`config.mk`:
```
export PLATFORM = sky130hd
export DESIGN_NAME = control_unit_mc
export DESIGN_NICKNAME = d
export VERILOG_FILES = /design/src/rtl/control_unit_mc.sv
export SDC_FILE = /design/constraint.sdc
export NUM_CORES = 1
export LEC_CHECK = 0
export ABC_AREA = 1
export CAP_MARGIN = 30
export CORE_MARGIN = 8
export CORE_UTILIZATION = 40
export DETAILED_ROUTE_END_ITERATION = 10
export PLACE_DENSITY = 0.76
export SLEW_MARGIN = 15
export SYNTH_ARGS = -nofsm -noshare
export SYNTH_HDL_FRONTEND = slang
export SYNTH_SLANG_ARGS = --single-unit
```
`constraint.sdc`:
```
create_clock -name Clock -period 1.8 [get_ports Clock]
set_input_delay 0.36 -clock Clock [delete_from_list [all_inputs] [get_ports Clock]]
set_output_delay 0.36 -clock Clock [all_outputs]
set_load 0.03 [all_outputs]
```
`src/rtl/control_unit_mc.sv`:
```
// Multi-cycle control FSM for the 16BitNotRISC datapath.
// Fetches, decodes and executes one instruction at a time; control outputs are registered.
module control_unit_mc #(
   parameter int unsigned IW        = 16,
   parameter int unsigned RA_W      = 4,
   parameter int unsigned DA_W      = 8,
   parameter int unsigned MEM_WAIT  = 1,
   parameter logic [2:0]  ALU_ADD   = 3'h1,
   parameter logic [2:0]  ALU_SUB   = 3'h2,
   parameter logic [2:0]  ALU_PASSA = 3'h0
) (
   input  logic            Clock,
   input  logic            Reset,
   input  logic [IW-1:0]   IM_DATA,
   input  logic            ALU_Z,
   output logic            PC_CLR,
   output logic            PC_IC,
   output logic            PC_LD,
   output logic [DA_W-1:0] PC_OFF,
   output logic [DA_W-1:0] D_ADDR,
   output logic            D_WR,
   output logic            RF_S,
   output logic            RF_W_EN,
   output logic [RA_W-1:0] RF_A_ADDR,
   output logic [RA_W-1:0] RF_B_ADDR,
   output logic [RA_W-1:0] RF_W_ADDR,
   output logic [2:0]      ALU_S,
   output logic            HALTED,
   output logic            ILLEGAL,
   output logic [3:0]      STATE
);

   localparam int unsigned CNT_W = (MEM_WAIT > 1) ? $clog2(MEM_WAIT) : 1;

   typedef enum logic [3:0] {
      S_INIT   = 4'd0,
      S_FETCH  = 4'd1,
      S_DECODE = 4'd2,
      S_LOAD_A = 4'd3,
      S_LOAD_B = 4'd4,
      S_STORE  = 4'd5,
      S_ADD    = 4'd6,
      S_SUB    = 4'd7,
      S_JMPZ   = 4'd8,
      S_HALT   = 4'd9
   } state_t;

   typedef struct packed {
      logic            pc_clr;
      logic            pc_ic;
      logic            jmpz;
      logic            d_wr;
      logic            rf_s;
      logic            rf_w_en;
      logic            halted;
      logic [DA_W-1:0] pc_off;
      logic [DA_W-1:0] d_addr;
      logic [RA_W-1:0] rf_a;
      logic [RA_W-1:0] rf_b;
      logic [RA_W-1:0] rf_w;
      logic [2:0]      alu_s;
   } ctrl_t;

   state_t           state_q, state_d;
   logic [IW-1:0]    ir_q, ir_d;
   logic [CNT_W-1:0] cnt_q, cnt_d;
   logic             illegal_q, illegal_d;
   ctrl_t            ctrl_q;
   logic [3:0]       opcode;

   // Moore control decode for a given state and instruction word
   function automatic ctrl_t decode(input state_t s, input logic [IW-1:0] ir);
      ctrl_t c;
      c = '0;
      case (s)
         S_INIT:   c.pc_clr = 1'b1;
         S_DECODE: c.pc_ic  = 1'b1;
         S_LOAD_A: begin
            c.d_addr = ir[RA_W+DA_W-1:RA_W];
            c.rf_w   = ir[RA_W-1:0];
         end
         S_LOAD_B: begin
            c.d_addr  = ir[RA_W+DA_W-1:RA_W];
            c.rf_w    = ir[RA_W-1:0];
            c.rf_s    = 1'b1;
            c.rf_w_en = 1'b1;
         end
         S_STORE: begin
            c.rf_a   = ir[IW-5 -: RA_W];
            c.d_addr = ir[DA_W-1:0];
            c.d_wr   = 1'b1;
         end
         S_ADD, S_SUB: begin
            c.rf_a    = ir[IW-5 -: RA_W];
            c.rf_b    = ir[IW-5-RA_W -: RA_W];
            c.rf_w    = ir[RA_W-1:0];
            c.rf_w_en = 1'b1;
            c.alu_s   = (s == S_ADD) ? ALU_ADD : ALU_SUB;
         end
         S_JMPZ: begin
            c.rf_a   = ir[IW-5 -: RA_W];
            c.alu_s  = ALU_PASSA;
            c.pc_off = ir[DA_W-1:0];
            c.jmpz   = 1'b1;
         end
         S_HALT:   c.halted = 1'b1;
         default:  ;
      endcase
      return c;
   endfunction

   assign opcode = ir_q[IW-1 -: 4];

   // Next-state logic
   always_comb begin
      state_d   = state_q;
      ir_d      = ir_q;
      cnt_d     = cnt_q;
      illegal_d = illegal_q;
      case (state_q)
         S_INIT:   state_d = S_FETCH;
         S_FETCH: begin
            ir_d    = IM_DATA;
            state_d = S_DECODE;
         end
         S_DECODE: begin
            case (opcode)
               4'd0: state_d = S_FETCH;
               4'd1: state_d = S_STORE;
               4'd2: begin
                  state_d = S_LOAD_A;
                  cnt_d   = CNT_W'(MEM_WAIT - 1);
               end
               4'd3: state_d = S_ADD;
               4'd4: state_d = S_SUB;
               4'd5: state_d = S_HALT;
               4'd6: state_d = S_JMPZ;
               default: begin
                  state_d   = S_FETCH;
                  illegal_d = 1'b1;
               end
            endcase
         end
         S_LOAD_A: begin
            if (cnt_q == '0) state_d = S_LOAD_B;
            else             cnt_d   = cnt_q - CNT_W'(1);
         end
         S_LOAD_B, S_STORE, S_ADD, S_SUB, S_JMPZ: state_d = S_FETCH;
         S_HALT:   state_d = S_HALT;
         default:  state_d = S_INIT;
      endcase
   end

   // State, IR and output registers; outputs track the state being entered
   always_ff @(posedge Clock) begin
      if (Reset) begin
         state_q   <= S_INIT;
         ir_q      <= '0;
         cnt_q     <= '0;
         illegal_q <= 1'b0;
         ctrl_q    <= decode(S_INIT, IW'(0));
      end else begin
         state_q   <= state_d;
         ir_q      <= ir_d;
         cnt_q     <= cnt_d;
         illegal_q <= illegal_d;
         ctrl_q    <= decode(state_d, ir_d);
      end
   end

   assign PC_CLR    = ctrl_q.pc_clr;
   assign PC_IC     = ctrl_q.pc_ic;
   assign PC_LD     = ctrl_q.jmpz & ALU_Z;
   assign PC_OFF    = ctrl_q.pc_off;
   assign D_ADDR    = ctrl_q.d_addr;
   assign D_WR      = ctrl_q.d_wr;
   assign RF_S      = ctrl_q.rf_s;
   assign RF_W_EN   = ctrl_q.rf_w_en;
   assign RF_A_ADDR = ctrl_q.rf_a;
   assign RF_B_ADDR = ctrl_q.rf_b;
   assign RF_W_ADDR = ctrl_q.rf_w;
   assign ALU_S     = ctrl_q.alu_s;
   assign HALTED    = ctrl_q.halted;
   assign ILLEGAL   = illegal_q;
   assign STATE     = state_q;

endmodule

```
# Yosys cells after proc, flatten, opt, wreduce, memory -nomap -nowiden
# Index checks and enable logic that the tools add are counted.
# W data, S select, Z words.
dict set report word_totals {
  ff_bits 60
  output_inout_bits 43
  elab_cells 82
}
dict set report classes {
  add_sub_neg 1
  mux 16
  eq_ne 24
  bitwise_logic 6
  n_reduce_logical 17
}
# operator count
set op_table {}
lappend op_table {{$eq A4 B3 Y1 const B} 11}
lappend op_table {{$eq A4 B2 Y1 const B} 6}
lappend op_table {{$pmux W4 S6} 1}
lappend op_table {{$pmux W4 S5} 1}
lappend op_table {{$eq A4 B4 Y1 const B} 4}
lappend op_table {{$pmux W8 S2} 1}
lappend op_table {{$logic_not A4 Y1} 3}
lappend op_table {{$mux W12} 1}
lappend op_table {{$reduce_or A2 Y1} 6}
lappend op_table {{$mux W1} 9}
lappend op_table {{$eq A4 B1 Y1 const B} 2}
lappend op_table {{$reduce_or A4 Y1} 2}
lappend op_table {{$reduce_or A7 Y1} 1}
lappend op_table {{$reduce_or A6 Y1} 1}
lappend op_table {{$not A1 Y1} 5}
lappend op_table {{$mux W4} 1}
lappend op_table {{$reduce_and A2 Y1} 2}
lappend op_table {{$reduce_or A3 Y1} 1}
lappend op_table {{$mux W2} 1}
lappend op_table {{$ne A2 B2 Y1 const B} 1}
lappend op_table {{$pmux W1 S2} 1}
lappend op_table {{$reduce_bool A2 Y1} 1}
lappend op_table {{$and A1 B1 Y1} 1}
lappend op_table {{$sub A1 B1 Y1 const B} 1}

# Depth between registers and ports, before layout
dict set report depth {
  word_depth 7
  ltp_mapped 12
  ltp_nobuf 12
}

# Worst setup path before layout
# Ideal clock, no wire load.
dict set report synth_timing {
  kind {register -> register}
  startpoint {reg state_q[3] (netlist: STATE[3])}
  endpoint {reg ctrl_q (netlist bit D_ADDR[1])}
  period_less_slack_ns 1.590
  stages_incl_launch_ff 11
  n_path_buf 0
  required_time_ns 1.686
  t_arrival_ns 1.476
  setup_slack_ns 0.210
  path_cell_list {dfxtp_1 inv_2 nand2_1 a21boi_1 nand2_4 nand2_2 nor2_2 nor2_1 nand2_2 nand2_4 nor2_1}
}
dict set report synth_between {
  elab_chain_cells 6
}
# item line
set synth_rtl {}
lappend synth_rtl {{start: declaration} 64} ;# state_t state_q, state_d;
lappend synth_rtl {{start signal: assignment} 163} ;# state_q <= state_d;
lappend synth_rtl {{$eq A4 B3 Y1 (tied with other cells)} 120} ;# case (state_q)
lappend synth_rtl {{$reduce_or A6 Y1 (no line)} n/a}
lappend synth_rtl {{$pmux W4 S5} 120}
lappend synth_rtl {{$eq A4 B3 Y1 / $eq A4 B2 Y1 (equally long branches)} 75} ;# case (s)
lappend synth_rtl {{$reduce_or A2 Y1 (no line)} n/a}
lappend synth_rtl {{$pmux W8 S2 *} 75}
lappend synth_rtl {{end signal: assignment} 161} ;# ctrl_q <= decode(S_INIT, IW'(0));
lappend synth_rtl {{end signal: assignment} 167} ;# ctrl_q <= decode(state_d, ir_d);
lappend synth_rtl {{end: declaration} 68} ;# ctrl_t ctrl_q;
# Mark *: on every way between the ends. The rest lies on a longest branch, timed or not.
# A chain may end at the register's enable or synchronous reset.

# Final worst setup path
dict set report layout_timing {
  startpoint {reg ctrl_q (netlist bit D_ADDR[0])}
  endpoint {out D_ADDR[0]}
}
# item line
set layout_lines {}
lappend layout_lines {{end: declaration} 20} ;# output logic [DA_W-1:0] D_ADDR,
# No word-level cell between the ends.

==> impl_metrics.json <==
{
  "status": "complete, no violations",
  "overflow": 0,
  "postRouteAntennaNets": 0,
  "hold_end": "ILLEGAL",
  "vias": 1783,
  "wl_um": 5160,
  "finClkSkew_ns": 0.00640,
  "cts_setup_buffers": 0,
  "initialDrtViolationCount": 126,
  "max_freq_mhz": 583,
  "cts_tree": "yes",
  "stdcell_count": 401,
  "endpoint_kind": "primary output",
  "final_common_cell": "nor2_1",
  "seqCellArea_um2": 1160,
  "dp.cells": 386,
  "dp_hpwl_um": 3870,
  "die_w_um": 92.3,
  "remaining_drc_errors": 0,
  "fin_setup_tns_ns": 0,
  "placementRows": 28,
  "ys.flop_type": "dfxtp_1",
  "synth_area_um2": 2330,
  "die_y_um": 92.3,
  "syn2layout_area_growth_pct": 30.0,
  "multi_input_area_um2": 820,
  "cpPeakStageDelay_ns": 0.69,
  "yosysWarningCount": 0,
  "coreArea_um2": 5780,
  "root_buffer": "clkbuf_8",
  "worst_skew_pair.late_latency_ns": 0.34,
  "slew_violations": 0,
  "pin_count": 62,
  "setup_viol": 0,
  "viasPerCell": 4.45,
  "io_buffers": 60,
  "hp-class": "reg2reg",
  "power_density_nw_per_um2": 1230,
  "path_buf_inv": 1,
  "post-route-period-util": 0.953,
  "leakage_nw": 1.36,
  "timing.rr.start": "STATE[1]",
  "rsz0062_at_grt": "false",
  "min-delay-start": "ILLEGAL",
  "rr_worst_depth": 7,
  "wire_per_inst_um": 12.9,
  "gp_congestion": 0.924,
  "synth_cell_types": 28,
  "grt_pass1_wl_um": 8480,
  "worst_r2r_endpoint": "D_ADDR[2]",
  "h-tree-depth": 3,
  "finalWorstSetupSlack_ns": 0.0841,
  "antenna_found_initial": 0,
  "clockBufferDepth": 2,
  "synthArstFlopShare": 0,
  "worst_path_dominant_cell_family": "buffers and inverters",
  "worstPathRequired_ns": 1.44,
  "synth_edf_count": 0,
  "ys_seq_elements": 58,
  "yosysSeqAreaShare": 0.498,
  "cts-buffers-inserted": 9,
  "pre_cts_ws_ns": 0.145,
  "syn_area_per_cell_um2": 8.30,
  "crit_type": "reg2out",
  "holdPathStages": 2,
  "dr.pass1.iters": 4,
  "nFillCells": 546,
  "antenna_cells": 0,
  "start_kind": "register",
  "final_cell_mix": "65 x nor2_1, 58 x dfxtp_1, 55 x clkdlybuf4s50_1",
  "path_cells": "clkdlybuf4s50_1",
  "nNetsFinal": 341,
  "grt_pass1_vias": 1764,
  "syn_nets": 300,
  "dieArea_um2": 8530,
  "finalHoldViolations": 0,
  "reg2reg_slack_ns": 0.17,
  "netlist_instances": 281,
  "cp_max_fo": 1,
  "worst-endpoint-arrival_ns": 1.36,
  "peakVddDrop_mv": 0.588,
  "initial_utilization": 0.403,
  "period_minus_slack_ns": 1.72,
  "grt_start_max_net_pins": 13,
  "clk_pin_slew_ns": 0.07,
  "grt.total_usage": 0.128,
  "clock_sinks": 58,
  "slowest_stage": "clkdlybuf4s50_1",
  "drive_above_1_share": 0.184,
  "cap_violations": 0
}
## registers in the layout, indices dropped and copies added, names as in the netlist, 2 cells and up
signal     count
PC_OFF         8
RF_A_ADDR      4
ALU_S          2
RF_W_ADDR      4
RF_B_ADDR      4
STATE          4
ir_q          16
D_ADDR         8
## cell usage after synthesis, types with 5 or more instances
| master | number | share of area |
|---|---|---|
| inv_1 | 22 | 0.035 |
| or2_2 | 6 | 0.016 |
| o21ai_0 | 5 | 0.011 |
| dfxtp_1 | 58 | 0.50 |
| buf_4 | 31 | 0.10 |
| nand2_1 | 25 | 0.040 |
| nor2_1 | 65 | 0.10 |
| o21ai_1 | 6 | 0.013 |
| nor2_2 | 8 | 0.021 |
| inv_2 | 7 | 0.011 |
| a21oi_1 | 12 | 0.026 |
## cell families (layout without fill, tap and decap cells)
kind of cell	count (synthesis)	after routing	synth area share
compound gates	29	29	0.0805
buf+inv	64	109	0.154
flops	58	58	0.498
mux	4	4	0.0172
other cells	1	1	0.00161
simple gates	125	125	0.249
## power by group
part           internal [mW]  switching, mW  total (mW)  leakage, nW
Combinational          0.350          0.605       0.955        0.772
Sequential              1.39         0.0599        1.45        0.472
Clock                  0.806          0.512        1.32        0.112
Total                   2.55           1.18        3.73         1.36
## how the worst max path moves through the flow
stage	end	start	cells past startpoint
CTS	D_ADDR[0]	D_ADDR[0]	1
finish	D_ADDR[0]	D_ADDR[0]	1
global placement	D_ADDR[3]	STATE[3]	8
detailed placement	D_ADDR[0]	STATE[3]	8
floorplan	D_ADDR[1]	STATE[3]	10
global route	D_ADDR[2]	STATE[1]	7
## final cells by class
cell class / instances / share of cell area
Clock buffer: 10 / 0.0454
Tap cell: 75 / 0.0310
Multi-Input combinational cell: 159 / 0.270
Timing Repair Buffer: 65 / 0.208
Sequential cell: 58 / 0.383
Clock inverter: 5 / 0.0260
Inverter: 29 / 0.0359
## metrics by stage
step	utilization	hold WS [ns]	total power [mW]	cell area, um2
3_3_place_gp	0.486	0.460	2.42	2810
3_5_place_dp	0.486	0.483	2.43	2810
2_1_floorplan	-	0.444	2.19	2330
4_1_cts	0.523	0.502	3.73	3020
6_report	0.524	0.490	3.73	3030
5_1_grt	0.524	0.523	3.94	3030
## routing by layer
layer	routed length (um)	track usage	up-vias	share of wire
li1	-	-	913	-
met1	2250	0.149	796	0.44
met2	2400	0.191	63	0.47
met3	391	0.0550	11	0.076
met4	114	0.0752	0	0.022
met5	0	0	-	0
## timing repair
action,CTS,global route
endpoints found under the setup margin,4,3
resized for setup,4,2
hold endpoints to repair,0,0
hold buffers,0,0
Note: power is estimated with default switching activity, not from simulation.
